File: src/rtl/psk_mod_pkg.sv
// Shared types and helpers for the BPSK/QPSK/OQPSK modulator.
//   mode_e       : modulation selector values as seen on the Mode input
//   amp()        : peak level A = 2^(R-1)-1 for an R-bit signed sample
//   quarter_off(): table offset of a quarter carrier turn (sin = cos shifted back)
//   decode_mode(): maps the raw 2-bit Mode input, reserved code 3 behaves as QPSK
package psk_mod_pkg;

  typedef enum logic [1:0] {
    MOD_BPSK  = 2'd0,
    MOD_QPSK  = 2'd1,
    MOD_OQPSK = 2'd2
  } mode_e;

  function automatic int amp(input int r);
    return (1 << (r - 1)) - 1;
  endfunction

  function automatic int quarter_off(input int luta);
    return 1 << (luta - 2);
  endfunction

  function automatic mode_e decode_mode(input logic [1:0] m);
    case (m)
      2'd0:    return MOD_BPSK;
      2'd2:    return MOD_OQPSK;
      default: return MOD_QPSK;
    endcase
  endfunction

endpackage

File: src/rtl/psk_sincos_rom.sv
// Registered cos/sin carrier table, one cycle of latency (pipeline stage 1).
//   clk    : clock, rising edge
//   rst_n  : asynchronous active-low reset, clears both outputs
//   en     : clock enable, outputs hold while low
//   addr   : carrier phase address (top bits of the NCO phase)
//   cos_p1 : round(A*cos(2*pi*addr/2^LUTA)), registered
//   sin_p1 : same table read a quarter turn earlier, registered
module psk_sincos_rom
  import psk_mod_pkg::*;
#(
  parameter int R    = 7,
  parameter int LUTA = 6
) (
  input  logic                clk,
  input  logic                rst_n,
  input  logic                en,
  input  logic [LUTA-1:0]     addr,
  output logic signed [R-1:0] cos_p1,
  output logic signed [R-1:0] sin_p1
);

  localparam int N = 1 << LUTA;
  localparam int A = amp(R);
  localparam logic [LUTA-1:0] QOFF = LUTA'(quarter_off(LUTA));

  // Table contents are fixed at elaboration; rounding is to nearest, halves away from zero.
  function automatic logic signed [R-1:0] lut_val(input int k);
    real v;
    v = real'(A) * $cos(2.0 * 3.14159265358979323846 * real'(k) / real'(N));
    if (v >= 0.0) return R'($rtoi(v + 0.5));
    else          return R'(-$rtoi(0.5 - v));
  endfunction

  logic signed [R-1:0] tab [N];
  logic [LUTA-1:0]     sin_addr;

  for (genvar k = 0; k < N; k++) begin : g_tab
    assign tab[k] = lut_val(k);
  end

  // sin(x) = cos(x - quarter turn); the subtraction wraps modulo the table size
  assign sin_addr = addr - QOFF;

  // ---- stage 1: table read ----
  always_ff @(posedge clk or negedge rst_n) begin
    if (!rst_n) begin
      cos_p1 <= '0;
      sin_p1 <= '0;
    end else if (en) begin
      cos_p1 <= tab[addr];
      sin_p1 <= tab[sin_addr];
    end
  end

endmodule

File: src/rtl/psk_mod_gen.sv
// Run-time selectable BPSK/QPSK/OQPSK modulator with NCO carrier.
//   C        : clock, rising edge
//   Reset    : asynchronous active-low reset
//   En       : global enable, 0 freezes every register
//   Mode     : 0 BPSK, 1 QPSK, 2 OQPSK, 3 as QPSK; taken at symbol start
//   Fcw      : NCO frequency word
//   DValid   : I/Q bit pair valid; DI/DQ : data bits (1 -> +A, 0 -> -A)
//   DReady   : accepting a bit pair this cycle (symbol start)
//   S        : I*cos + Q*sin, 2R-bit signed, 3 cycles after level/phase update
//   SValid   : sample belongs to a modulated (non-idle) symbol
//   SymStb   : first sample of a symbol
//   Underrun : first sample of a symbol that found no data
module psk_mod_gen
  import psk_mod_pkg::*;
#(
  parameter int R    = 7,
  parameter int SPS  = 16,
  parameter int NCOW = 16,
  parameter int LUTA = 6
) (
  input  logic                  C,
  input  logic                  Reset,
  input  logic                  En,
  input  logic [1:0]            Mode,
  input  logic [NCOW-1:0]       Fcw,
  input  logic                  DValid,
  input  logic                  DI,
  input  logic                  DQ,
  output logic                  DReady,
  output logic signed [2*R-1:0] S,
  output logic                  SValid,
  output logic                  SymStb,
  output logic                  Underrun
);

  localparam int A  = amp(R);
  localparam int CW = $clog2(SPS);
  localparam int PW = 2 * R - 1;
  localparam int SW = 2 * R;
  localparam logic signed [R-1:0] LEV_P = R'(A);
  localparam logic signed [R-1:0] LEV_N = R'(-A);

  function automatic logic signed [R-1:0] level(input logic b);
    return b ? LEV_P : LEV_N;
  endfunction

  // |pI|+|pQ| <= 2*A^2 < 2^(2R-1): plain sign-extended add cannot overflow
  function automatic logic signed [SW-1:0] widen_add(input logic signed [PW-1:0] a,
                                                     input logic signed [PW-1:0] b);
    return SW'(a) + SW'(b);
  endfunction

  logic [CW-1:0]       symcnt;
  logic                sym_start, sym_half, sym_last;
  mode_e               mode_in, mode_q;
  logic                qhold;
  logic [NCOW-1:0]     phase_p0;
  logic signed [R-1:0] ilev_p0, qlev_p0;
  logic                stb_p0, vld_p0, und_p0;

  logic signed [R-1:0] ilev_p1, qlev_p1, cos_p1, sin_p1;
  logic                stb_p1, vld_p1, und_p1;

  logic signed [PW-1:0] pi_p2, pq_p2;
  logic                 stb_p2, vld_p2, und_p2;

  assign sym_start = (symcnt == '0);
  assign sym_half  = (symcnt == CW'(SPS / 2));
  assign sym_last  = (symcnt == CW'(SPS - 1));
  assign mode_in   = decode_mode(Mode);
  assign DReady    = Reset & En & sym_start;

  // ---- stage 0: symbol counter, bit handshake, levels, NCO phase ----
  always_ff @(posedge C or negedge Reset) begin
    if (!Reset) begin
      symcnt   <= '0;
      mode_q   <= MOD_BPSK;
      qhold    <= 1'b0;
      phase_p0 <= '0;
      ilev_p0  <= '0;
      qlev_p0  <= '0;
      stb_p0   <= 1'b0;
      vld_p0   <= 1'b0;
      und_p0   <= 1'b0;
    end else if (En) begin
      symcnt   <= sym_last ? '0 : symcnt + CW'(1);
      phase_p0 <= phase_p0 + Fcw;
      stb_p0   <= sym_start;
      und_p0   <= sym_start & ~DValid;
      if (sym_start) begin
        mode_q <= mode_in;
        vld_p0 <= DValid;
        if (DValid) begin
          ilev_p0 <= level(DI);
          case (mode_in)
            MOD_BPSK:  qlev_p0 <= '0;
            MOD_OQPSK: qhold   <= DQ;   // Q goes out half a symbol later
            default:   qlev_p0 <= level(DQ);
          endcase
        end else begin
          ilev_p0 <= '0;
          qlev_p0 <= '0;
          qhold   <= 1'b0;
        end
      end else if (sym_half && mode_q == MOD_OQPSK) begin
        qlev_p0 <= vld_p0 ? level(qhold) : '0;
      end
    end
  end

  // ---- stage 1: carrier lookup, levels and tags alongside ----
  psk_sincos_rom #(
    .R    (R),
    .LUTA (LUTA)
  ) u_rom (
    .clk    (C),
    .rst_n  (Reset),
    .en     (En),
    .addr   (phase_p0[NCOW-1 -: LUTA]),
    .cos_p1 (cos_p1),
    .sin_p1 (sin_p1)
  );

  always_ff @(posedge C or negedge Reset) begin
    if (!Reset) begin
      ilev_p1 <= '0;
      qlev_p1 <= '0;
      stb_p1  <= 1'b0;
      vld_p1  <= 1'b0;
      und_p1  <= 1'b0;
    end else if (En) begin
      ilev_p1 <= ilev_p0;
      qlev_p1 <= qlev_p0;
      stb_p1  <= stb_p0;
      vld_p1  <= vld_p0;
      und_p1  <= und_p0;
    end
  end

  // ---- stage 2: products ----
  always_ff @(posedge C or negedge Reset) begin
    if (!Reset) begin
      pi_p2  <= '0;
      pq_p2  <= '0;
      stb_p2 <= 1'b0;
      vld_p2 <= 1'b0;
      und_p2 <= 1'b0;
    end else if (En) begin
      pi_p2  <= PW'(ilev_p1 * cos_p1);
      pq_p2  <= PW'(qlev_p1 * sin_p1);
      stb_p2 <= stb_p1;
      vld_p2 <= vld_p1;
      und_p2 <= und_p1;
    end
  end

  // ---- stage 3: sum to output ----
  always_ff @(posedge C or negedge Reset) begin
    if (!Reset) begin
      S        <= '0;
      SymStb   <= 1'b0;
      SValid   <= 1'b0;
      Underrun <= 1'b0;
    end else if (En) begin
      S        <= widen_add(pi_p2, pq_p2);
      SymStb   <= stb_p2;
      SValid   <= vld_p2;
      Underrun <= und_p2;
    end
  end

endmodule

File: config.mk
export PLATFORM = sky130hd
export DESIGN_NAME = psk_mod_gen
export DESIGN_NICKNAME = d
export VERILOG_FILES = /design/src/rtl/psk_mod_pkg.sv /design/src/rtl/psk_sincos_rom.sv /design/src/rtl/psk_mod_gen.sv
export SDC_FILE = /design/constraint.sdc
export NUM_CORES = 1
export LEC_CHECK = 0
export CAP_MARGIN = 20
export CORE_UTILIZATION = 60
export DETAILED_ROUTE_END_ITERATION = 10
export GPL_ROUTABILITY_DRIVEN = 0
export GPL_TIMING_DRIVEN = 0
export HOLD_SLACK_MARGIN = 0.1
export PLACE_DENSITY_LB_ADDON = 0.12
export SLEW_MARGIN = 20
export SYNTH_ARGS = -nofsm -noshare
export SYNTH_HDL_FRONTEND = slang
export SYNTH_SLANG_ARGS = --single-unit
File: constraint.sdc
create_clock -name C -period 9.46 [get_ports C]
set_input_delay 0.946 -clock C [delete_from_list [all_inputs] [get_ports C]]
set_output_delay 0.946 -clock C [all_outputs]
set_load 0.03 [all_outputs]
==> impl_results.md, run 1 <==
* Status: finished clean
* Chip height at 124.3 µm
* Iter 0 DRT Violations at 369
* CP max stage cell: fa_1
* FF+latch count, synth at 99
* GRT Util Overall at 0.2689
* H-tree depth at 3
* Starting Density at 0.6153
* Element type at the critical path start: flip-flop
* Hold Crit Class: in -> async
* Area Growth Syn to Fin at 10.76%
* Number of enable flip-flop cells after synthesis at 0
* Nets at 1168
* Final ANT Viol Nets at 0
* Area of the core at 14590 µm²
* Row cnt at 44
* Worst-path maximum fanout at 8
* DRC at 0
* Synth top area share at 0.2760
* Pre-antenna DRT Iters at 5
* Cell Count Post-Placement at 1164
* Synth Area per Inst at 9.559 µm²
* Post-CTS sizing at 0
* Vias in the first global route at 6721
* Post-synth top flop: dfrtp_1
* Via count at 6921
* Die width at 124.3 µm
* IO Port Bufs at 40
* Top-count cell post-synth: inv_1
* WL final at 19510 µm
* RSZ-0062 raised after global routing: no
* Slew headroom at 0.4452
* Seq/Total Area, Yosys at 0.2760
* Synthesized instance count at 939
* Worst-Margin Slew at 0.8323 ns
* # setup viols final at 0
* Crit end category: flip-flop
* Setup TNS at 0 ns
* Die area at 15450 µm²
* Final worst path period share at 0.4917
* Total CTS buffers at 9
* Post-Layout Cell Count at 1179
* Period minus WS final at 4.651 ns
* Top cells by count, synth: 143 x inv_1, 99 x dfrtp_1, 91 x ha_1
* Root Buffer: clkbuf_16
* Post-synthesis cell area at 8976 µm²
* Distinct cells, synth at 67
* Hold Slack at 0.4394 ns
* Fraction of layout cells with a size suffix above 1 at 0.07839
* Worst Path Arrival at 4.87 ns
* Final Slew Violations at 0
* Reg clk slew, reported paths at 0.08 ns
* CTS tree: done
* Cell Area, Placed at 9635 µm²
* Yosys warning count at 0
* Via density at 5.870
* Post-Syn Nets at 1116
* Antenna fix cells at 0
* R2R depth at 16
* Global-route wire length before repair at 33200 µm
* DP Wirelength at 15400 µm
* Final hold violation count at 0
* Largest area contributor in the synthesized netlist: dfrtp_1
* Crit path kind: reg -> reg
* Worst-case clock buffer depth at 2
* Setup Fix Bufs, Post-CTS at 0
* Initial antenna violation count at 0
* Largest net degree at the start of global routing at 80
* GRT Residual Overflow at 0
* Ports at 42
* Hold-fix buffers, CTS at 0
* Max Cap Viol at 0
* Crit-path max cell delay at 0.61 ns
* Insertion delay to the later sink of the worst-skew pair at 0.35 ns
* Design area at 9942 µm²
* Area contributors post-synth: dfrtp_1 28%, fa_1 14%, ha_1 13%, inv_1 6.0%, mux2_2 5.4%
* CTS Sinks at 99
* Post-DR wirelength/cell at 16.55 µm
* Critical path required time at 9.68 ns
* Fmax at 215.0 MHz
* Post-synthesis async set-or-reset flop share at 1.000
* Clk_skew at 0.008887 ns
* Cells along the critical path: and2_1, fa_1, inv_1, fa_1, inv_1, fa_1, inv_1, fa_1, inv_1, ha_1, o21ai_1, nor2_1, a41o_1, o41a_1, xnor2_1, a21oi_1
-- metrics by stage --
stage          utilization  setup WS [ns]
6_report            0.6815          4.809
4_1_cts             0.6815          4.785
3_3_place_gp        0.6585          2.536
3_5_place_dp        0.6605          4.817
2_1_floorplan            -          5.196
5_1_grt             0.6815          4.595
-- placed cells by master (no fill, tap or decap), types with 4 or more instances in the layout --
cell	instances
inv_1	143
dfrtp_1	99
ha_1	91
fa_1	62
nand2_1	60
nor2_1	54
mux2_2	43
a21oi_1	42
o21ai_0	40
clkdlybuf4s50_1	39
xnor2_1	32
clkbuf_1	24
and2_1	20
o21ai_1	18
nand3_1	17
a211oi_1	13
nand2b_1	12
a31oi_1	12
a21o_1	12
o21a_1	11
nor3_1	10
nor2b_1	9
xor2_1	9
clkbuf_16	9
mux2i_1	7
o31ai_1	7
o211ai_1	6
mux4_2	6
nor3b_1	5
buf_2	5
o21bai_1	5
o2111ai_1	5
buf_1	4
-- cell type report --
class                           instances  area, µm²
Timing Repair Buffer                   41      429.2
Fill cell                            1191       4647
Sequential cell                        99       2477
Buffer                                 33      130.1
Multi-Input combinational cell        663       5828
Tap cell                              184      230.2
Clock inverter                          6      81.33
Clock buffer                            9      225.2
Inverter                              144      540.5
-- logic make-up after synthesis --
kind of cell,synth area share
xor gates and xnor gates,0.04001
muxes,0.07973
buffers and inverters,0.07471
DFF,0.2760
AOI/OAI and AO/OA,0.1503
and+or+nand+nor,0.1142
adders and majority gates,0.2651
-- worst max-delay path, delay by kind of cell, from the launching register on --
kind,cells,cell delay (ns)
flops,1,0.49
buf+inv,4,0.21
fa+ha+maj,5,2.46
compound gates,4,0.79
simple gates,2,0.36
xor+xnor,1,0.19
-- sequential cells by signal (all words and copies together) (netlist names), 3 cells and up --
name          flops
u_rom.cos_p1      7
phase_p0         16
u_rom.sin_p1      7
qlev_p0           3
ilev_p1           3
pq_p2            13
symcnt            4
pi_p2            13
S                14
qlev_p1           3
ilev_p0           3
-- per-layer routing --
| layer | GRT usage | wire length [µm] | vias to the layer above |
|---|---|---|---|
| li1 | - | - | 3309 |
| met1 | 0.3661 | 8796 | 3409 |
| met2 | 0.4446 | 9433 | 175 |
| met3 | 0.04253 | 866 | 28 |
| met4 | 0.07654 | 413 | 0 |
| met5 | 0 | 0 | - |
-- final timing paths --
path	from	to	slack [ns]
worst max-delay path	qlev_p1[5]$_DFFE_PN0P_	pq_p2[12]$_DFFE_PN0P_	4.81
min in group C	S[1]$_DFFE_PN0P_	S[1]$_DFFE_PN0P_	0.48
max in group asynchronous	Reset	phase_p0[10]$_DFFE_PN0P_	8.38
worst min-delay path	Reset	pq_p2[4]$_DFFE_PN0P_	0.44
worst min register to register	S[1]$_DFFE_PN0P_	S[1]$_DFFE_PN0P_	0.48
worst max register to register	qlev_p1[5]$_DFFE_PN0P_	pq_p2[12]$_DFFE_PN0P_	4.81
Power of run 1 is not shown: default switching activity piles up to over one toggle a cycle in this logic, so the estimate is an artifact.
==> run 2, diff against run 1 <==
CORE_UTILIZATION = 56   (was 60)
clock period = 4.17 ns   (was 9.46 ns; I/O delays follow)
==> impl_results.md, run 2 (synthesis results as in run 1) <==
* Status: complete, but fails checks
* Violated checks: setup timing
* Area Growth Syn to Fin at 17.67%
* Final worst path period share at 1.012 (+0.5203)
* Most flops, register: phase_p0
* Most common cell after layout, fill and taps aside: inv_1
* Worst-case clock buffer depth at 2 (unchanged)
* RSZ-0062 raised after global routing: yes
* Most frequent CP cell: fa_1
* Hold Crit Class: in -> async
* Total CTS buffers at 9 (unchanged)
* Crit-path max cell delay at 0.58 ns (-0.03 ns)
* GR Layer Usage met1 at 0.3487 (-0.01742)
* Via density at 5.648 (-3.8%)
* GRT Residual Overflow at 0 (unchanged)
* Setup TNS at -0.09296 ns (-0.09296 ns)
* Critical path required time at 4.40 ns (-5.28 ns)
* Area of the core at 15430 µm² (+5.7%)
* Initial antenna violation count at 0 (unchanged)
* # setup viols final at 2 (+2)
* Row cnt at 45 (+2.3%)
* Crit end category: flip-flop
* Via count at 6964 (+0.62%)
* Post-Layout Cell Count at 1233 (+4.6%)
* R2R Path Start: ilev_p1[5]$_DFFE_PN0P_
* Max Cap Viol at 0 (unchanged)
* FF-to-FF setup slack at -0.05 ns (-4.86 ns)
* CP max stage cell: dfrtp_2
* Final Slew Violations at 0 (unchanged)
* Clk_skew at 0.01001 ns (+0.001118 ns)
* Grt met2 use at 0.4420 (-0.002618)
* GRT Max-Usage Layer: met2
* Cell Count Post-Placement at 1191 (+2.3%)
* Ports at 42 (unchanged)
* Post-DR wirelength/cell at 16.46 µm (-0.51%)
* Cells along the critical path: nand2_4, fa_1, fa_1, inv_2, fa_1, inv_1, fa_1, inv_2, ha_4, o21ai_4, nor2_2, a41o_1, o41a_1, xnor2_2, a21oi_1
* Iter 0 DRT Violations at 305 (-17%)
* Largest regs: phase_p0: 16 flops, S: 14 flops
* Largest net degree at the start of global routing at 79 (-1.3%)
* Worst-path maximum fanout at 8 (unchanged)
* Reg clk slew, reported paths at 0.08 ns (about the same)
* GRT Util Overall at 0.2656 (-0.003275)
* Pre-antenna DRT Iters at 5 (unchanged)
* Max reg flops at 16 (unchanged)
* Die area at 16540 µm² (+7.0%)
* Final ANT Viol Nets at 0 (unchanged)
* H-tree depth at 3 (unchanged)
* Worst Path Arrival at 4.45 ns (-0.42 ns)
* Vias in the first global route at 6949 (+3.4%)
* Starting Density at 0.5818 (-0.03343)
* Element type at the critical path start: flip-flop
* IO Port Bufs at 40 (unchanged)
* Setup slack after layout at -0.05005 ns (-4.859 ns)
* RR Endpoint: pi_p2[12]$_DFFE_PN0P_
* Crit path kind: reg -> reg
* R2R depth at 15 (-1)
* Fmax at 237.0 MHz (+10%)
* Nets at 1194 (+2.2%)
* Period minus WS final at 4.220 ns (-0.4314 ns)
* Die width at 128.6 µm (+3.5%)
* DP Wirelength at 15480 µm (+0.49%)
* Worst-Margin Slew at 0.8552 ns (+0.02298 ns)
* WL final at 20300 µm (+4.0%)
* Filler Cells Inserted at 1228 (+3.1%)
* Final hold violation count at 0 (unchanged)
* CTS tree: done
* Insertion delay to the later sink of the worst-skew pair at 0.36 ns (about the same)
* Most frequent cells in the layout: 127 x inv_1, 90 x dfrtp_1, 78 x ha_1
* Global-route wire length before repair at 33640 µm (+1.3%)
* Multi-input gate area at 6183 µm² (+6.1%)
* Cell Area, Placed at 9704 µm² (+0.71%)
* CTS Sinks at 99 (unchanged)
* Root Buffer: clkbuf_16
* Fraction of layout cells with a size suffix above 1 at 0.1810 (+0.1026)
* Design area at 10560 µm² (+6.2%)
* Chip height at 128.6 µm (+3.5%)
* Fin util at 0.6847 (+0.003197)
* Reg area at 2489 µm² (+0.45%)
* DRC at 0 (unchanged)
* Antenna fix cells at 0 (unchanged)
* Slew headroom at 0.4298 (-0.01532)
* M3 GR Usage at 0.03617 (-0.006351)
-- run 2: layout make-up --
cell class              instances  area share
plain buffers                  32     0.01196
clock inverters                 7    0.009121
well taps                     211     0.02499
flip-flops and latches         99      0.2356
multi-input cells             663      0.5854
inverters                     144     0.05117
repair buffers                 68     0.06041
clock buffers                   9     0.02132
-- run 2: through the flow --
stage                     setup slack [ns]  hold WS (ns)
after global placement              -1.726        0.4658
after CTS                          -0.1148        0.4701
after detailed placement           -0.3895        0.2888
final                             -0.05005        0.4784
after floorplan                   -0.02275        0.1214
after global routing               -0.2072        0.4997
-- run 2: worst max path at each step --
| stage | end | slack (ns) | startpoint | cells after the start |
|---|---|---|---|---|
| after floorplan | pq_p2[12]$_DFFE_PN0P_ | -0.02 | qlev_p1[5]$_DFFE_PN0P_ | 17 |
| after global placement | DReady | -1.73 | Reset | 3 |
| after detailed placement | pi_p2[12]$_DFFE_PN0P_ | -0.39 | ilev_p1[6]$_DFFE_PN0P_ | 15 |
| after CTS | pi_p2[12]$_DFFE_PN0P_ | -0.11 | ilev_p1[6]$_DFFE_PN0P_ | 14 |
| after global routing | pq_p2[12]$_DFFE_PN0P_ | -0.21 | qlev_p1[5]$_DFFE_PN0P_ | 17 |
| final | pi_p2[12]$_DFFE_PN0P_ | -0.05 | ilev_p1[5]$_DFFE_PN0P_ | 15 |
-- run 2: routing by layer --
metal / vias up / part of all wire
li1: 3390 / -
met1: 3356 / 0.45
met2: 166 / 0.47
met3: 52 / 0.037
met4: 0 / 0.036
met5: - / 0
-- run 2: critical path: cells and delay by family (launching register included) --
family                     cells  cell delay (ns)
buffers and inverters          3             0.13
DFF                            1             0.58
adders and majority gates      5             2.31
AOI/OAI and AO/OA              4             0.74
xor gates and xnor gates       1             0.16
and+or+nand+nor                2             0.16
-- run 2: timing repair --
item | 4_1_cts | 5_1_grt
pin swaps | 49 | 27
endpoints found under the setup margin | 10 | 9
hold endpoints to repair | 22 | 0
hold buffers | 1 | 0
resized for setup | 63 | 22
buffers inserted | 20 | 6
Power of run 2 is left out for the same reason.
==> run 3, diff against run 2 <==
CORE_ASPECT_RATIO = 0.9   (was default)
==> impl_results.md, run 3 (synthesis results as in run 1) <==
* H-tree depth at 3 (unchanged)
* Max Cap Viol at 0 (unchanged)
* Buf/Inv on CP at 4 (+1)
* Fraction of layout cells with a size suffix above 1 at 0.1758 (-0.005236)
* WL final at 21250 µm (+4.7%)
* # setup viols final at 2 (unchanged)
* DP Wirelength at 15700 µm (+1.4%)
* GRT Util Overall at 0.2729 (+0.007285)
* Clk_skew at 0.007392 ns (-0.002613 ns)
* Crit end category: flip-flop
* Max reg flops at 16 (unchanged)
* Filler Cells Inserted at 1240 (+0.98%)
* Period minus WS final at 4.300 ns (+0.08001 ns)
* R2R Path Start: qlev_p1[5]$_DFFE_PN0P_
* Iter 0 DRT Violations at 381 (+25%)
* Largest regs: phase_p0: 16 flops, S: 14 flops
* Post-DR wirelength/cell at 17.33 µm (+5.3%)
* Violated checks: setup timing
* Most frequent cells in the layout: 130 x inv_1, 90 x dfrtp_1, 78 x ha_1
* Setup slack after layout at -0.1301 ns (-0.08001 ns)
* Final ANT Viol Nets at 0 (unchanged)
* Die area at 16540 µm² (about the same)
* Hold Slack at 0.4676 ns (-0.01084 ns)
* CP max stage cell: fa_1
* Insertion delay to the later sink of the worst-skew pair at 0.37 ns (about the same)
* Largest net degree at the start of global routing at 79 (unchanged)
* CTS Sinks at 99 (unchanged)
* Vias in the first global route at 6843 (-1.5%)
* IO Port Bufs at 40 (unchanged)
* FF-to-FF setup slack at -0.13 ns (-0.08 ns)
* Die width at 135.5 µm (+5.3%)
* Final hold violation count at 0 (unchanged)
* Row cnt at 43 (-4.4%)
* Slew headroom at 0.4250 (-0.004793)
* Worst-Margin Slew at 0.8624 ns (+0.007190 ns)
* Chip height at 122.1 µm (-5.1%)
* Cells along the critical path: and2_4, fa_1, inv_1, fa_1, inv_1, fa_1, inv_1, fa_1, inv_2, ha_4, a21oi_2, o21ai_1, a41o_1, o41a_1, xnor2_2, a21oi_1
* DRC at 0 (unchanged)
* Nets at 1196 (+0.17%)
* Worst-path maximum fanout at 8 (unchanged)
* Worst Path Arrival at 4.53 ns (+0.08 ns)
* Multi-input gate area at 6177 µm² (-0.10%)
* Crit path kind: reg -> reg
* Final worst path period share at 1.031 (+0.01919)
* Critical path required time at 4.40 ns (about the same)
* Crit-path max cell delay at 0.53 ns (-0.05 ns)
* RSZ-0062 raised after global routing: yes
* Most common cell after layout, fill and taps aside: inv_1
* Starting Density at 0.5773 (-0.004542)
* Reg area at 2489 µm² (unchanged)
* Area Growth Syn to Fin at 17.83%
* Fmax at 232.6 MHz (-1.9%)
* Crit. path cell count at 16 (+1)
* Root Buffer: clkbuf_16
* Area of the core at 15550 µm² (+0.79%)
* CTS tree: done
* Final Slew Violations at 0 (unchanged)
* Reg clk slew, reported paths at 0.08 ns (about the same)
* GRT Residual Overflow at 0 (unchanged)
* Worst setup path endpoint: pq_p2[12]$_DFFE_PN0P_
* Via count at 6977 (+0.19%)
* R2R depth at 16 (+1)
* Global-route wire length before repair at 34560 µm (+2.7%)
* Element type at the critical path start: flip-flop
* Most frequent CP cell: fa_1
* Ports at 42 (unchanged)
* Via density at 5.691 (+0.76%)
* CP startpoint: qlev_p1[5]$_DFFE_PN0P_
* Pre-antenna DRT Iters at 5 (unchanged)
* Initial antenna violation count at 0 (unchanged)
* Worst-case clock buffer depth at 2 (unchanged)
* Total CTS buffers at 9 (unchanged)
* Most flops, register: phase_p0
* Delay-heaviest family, CP: adder cells
* RR Endpoint: pq_p2[12]$_DFFE_PN0P_
* Status: complete, but fails checks
* Hold Crit Class: in -> async
* Antenna fix cells at 0 (unchanged)
[run 3: metal layers]
layer / vias up / share of wire / track usage / wire length (µm)
li1: 3372 / - / - / -
met4: 0 / 0.024 / 0.08989 / 501
met2: 161 / 0.47 / 0.4375 / 9959
met5: - / 0 / 0 / 0
met3: 30 / 0.042 / 0.04161 / 899
met1: 3414 / 0.47 / 0.3788 / 9888
[run 3: worst min-delay path by stage]
| stage | slack, ns | endpoint |
|---|---|---|
| final | 0.47 | pq_p2[7]$_DFFE_PN0P_ |
| after global routing | 0.49 | pq_p2[7]$_DFFE_PN0P_ |
| after CTS | 0.47 | pq_p2[7]$_DFFE_PN0P_ |
| after detailed placement | 0.29 | pq_p2[7]$_DFFE_PN0P_ |
| after global placement | 0.46 | ilev_p0[5]$_DFFE_PN0P_ |
| after floorplan | 0.12 | SValid$_DFFE_PN0P_ |
[run 3: per-stage QoR]
step	instance area, µm²	util	setup WS (ns)	cells	setup TNS (ns)
after floorplan	9011	-	-0.02275	939	-0.02275
after global placement	9664	0.6216	-1.783	1181	-122.33
after detailed placement	9693	0.6234	-0.4629	1182	-1.745
after CTS	10320	0.6639	-0.1835	1215	-0.2770
after global routing	10580	0.6802	-0.3007	1226	-0.8841
final	10580	0.6802	-0.1301	1226	-0.2558
[run 3: what timing repair did]
| item | 4_1_cts | 5_1_grt |
|---|---|---|
| setup endpoints to repair | 10 | 10 |
| hold endpoints to repair | 22 | 0 |
| buffers inserted | 16 | 12 |
| hold buffers | 1 | 0 |
| pin swaps | 31 | 53 |
| gates resized for setup | 35 | 46 |
[run 3: layout make-up]
cell class / instances / share of cell area
Multi-Input combinational cell: 663 / 0.5841
Sequential cell: 99 / 0.2353
Timing Repair Buffer: 70 / 0.06246
Inverter: 144 / 0.05111
Tap cell: 202 / 0.02390
Clock buffer: 9 / 0.02129
Buffer: 32 / 0.01195
Clock inverter: 7 / 0.009937
Power of run 3 is left out for the same reason.
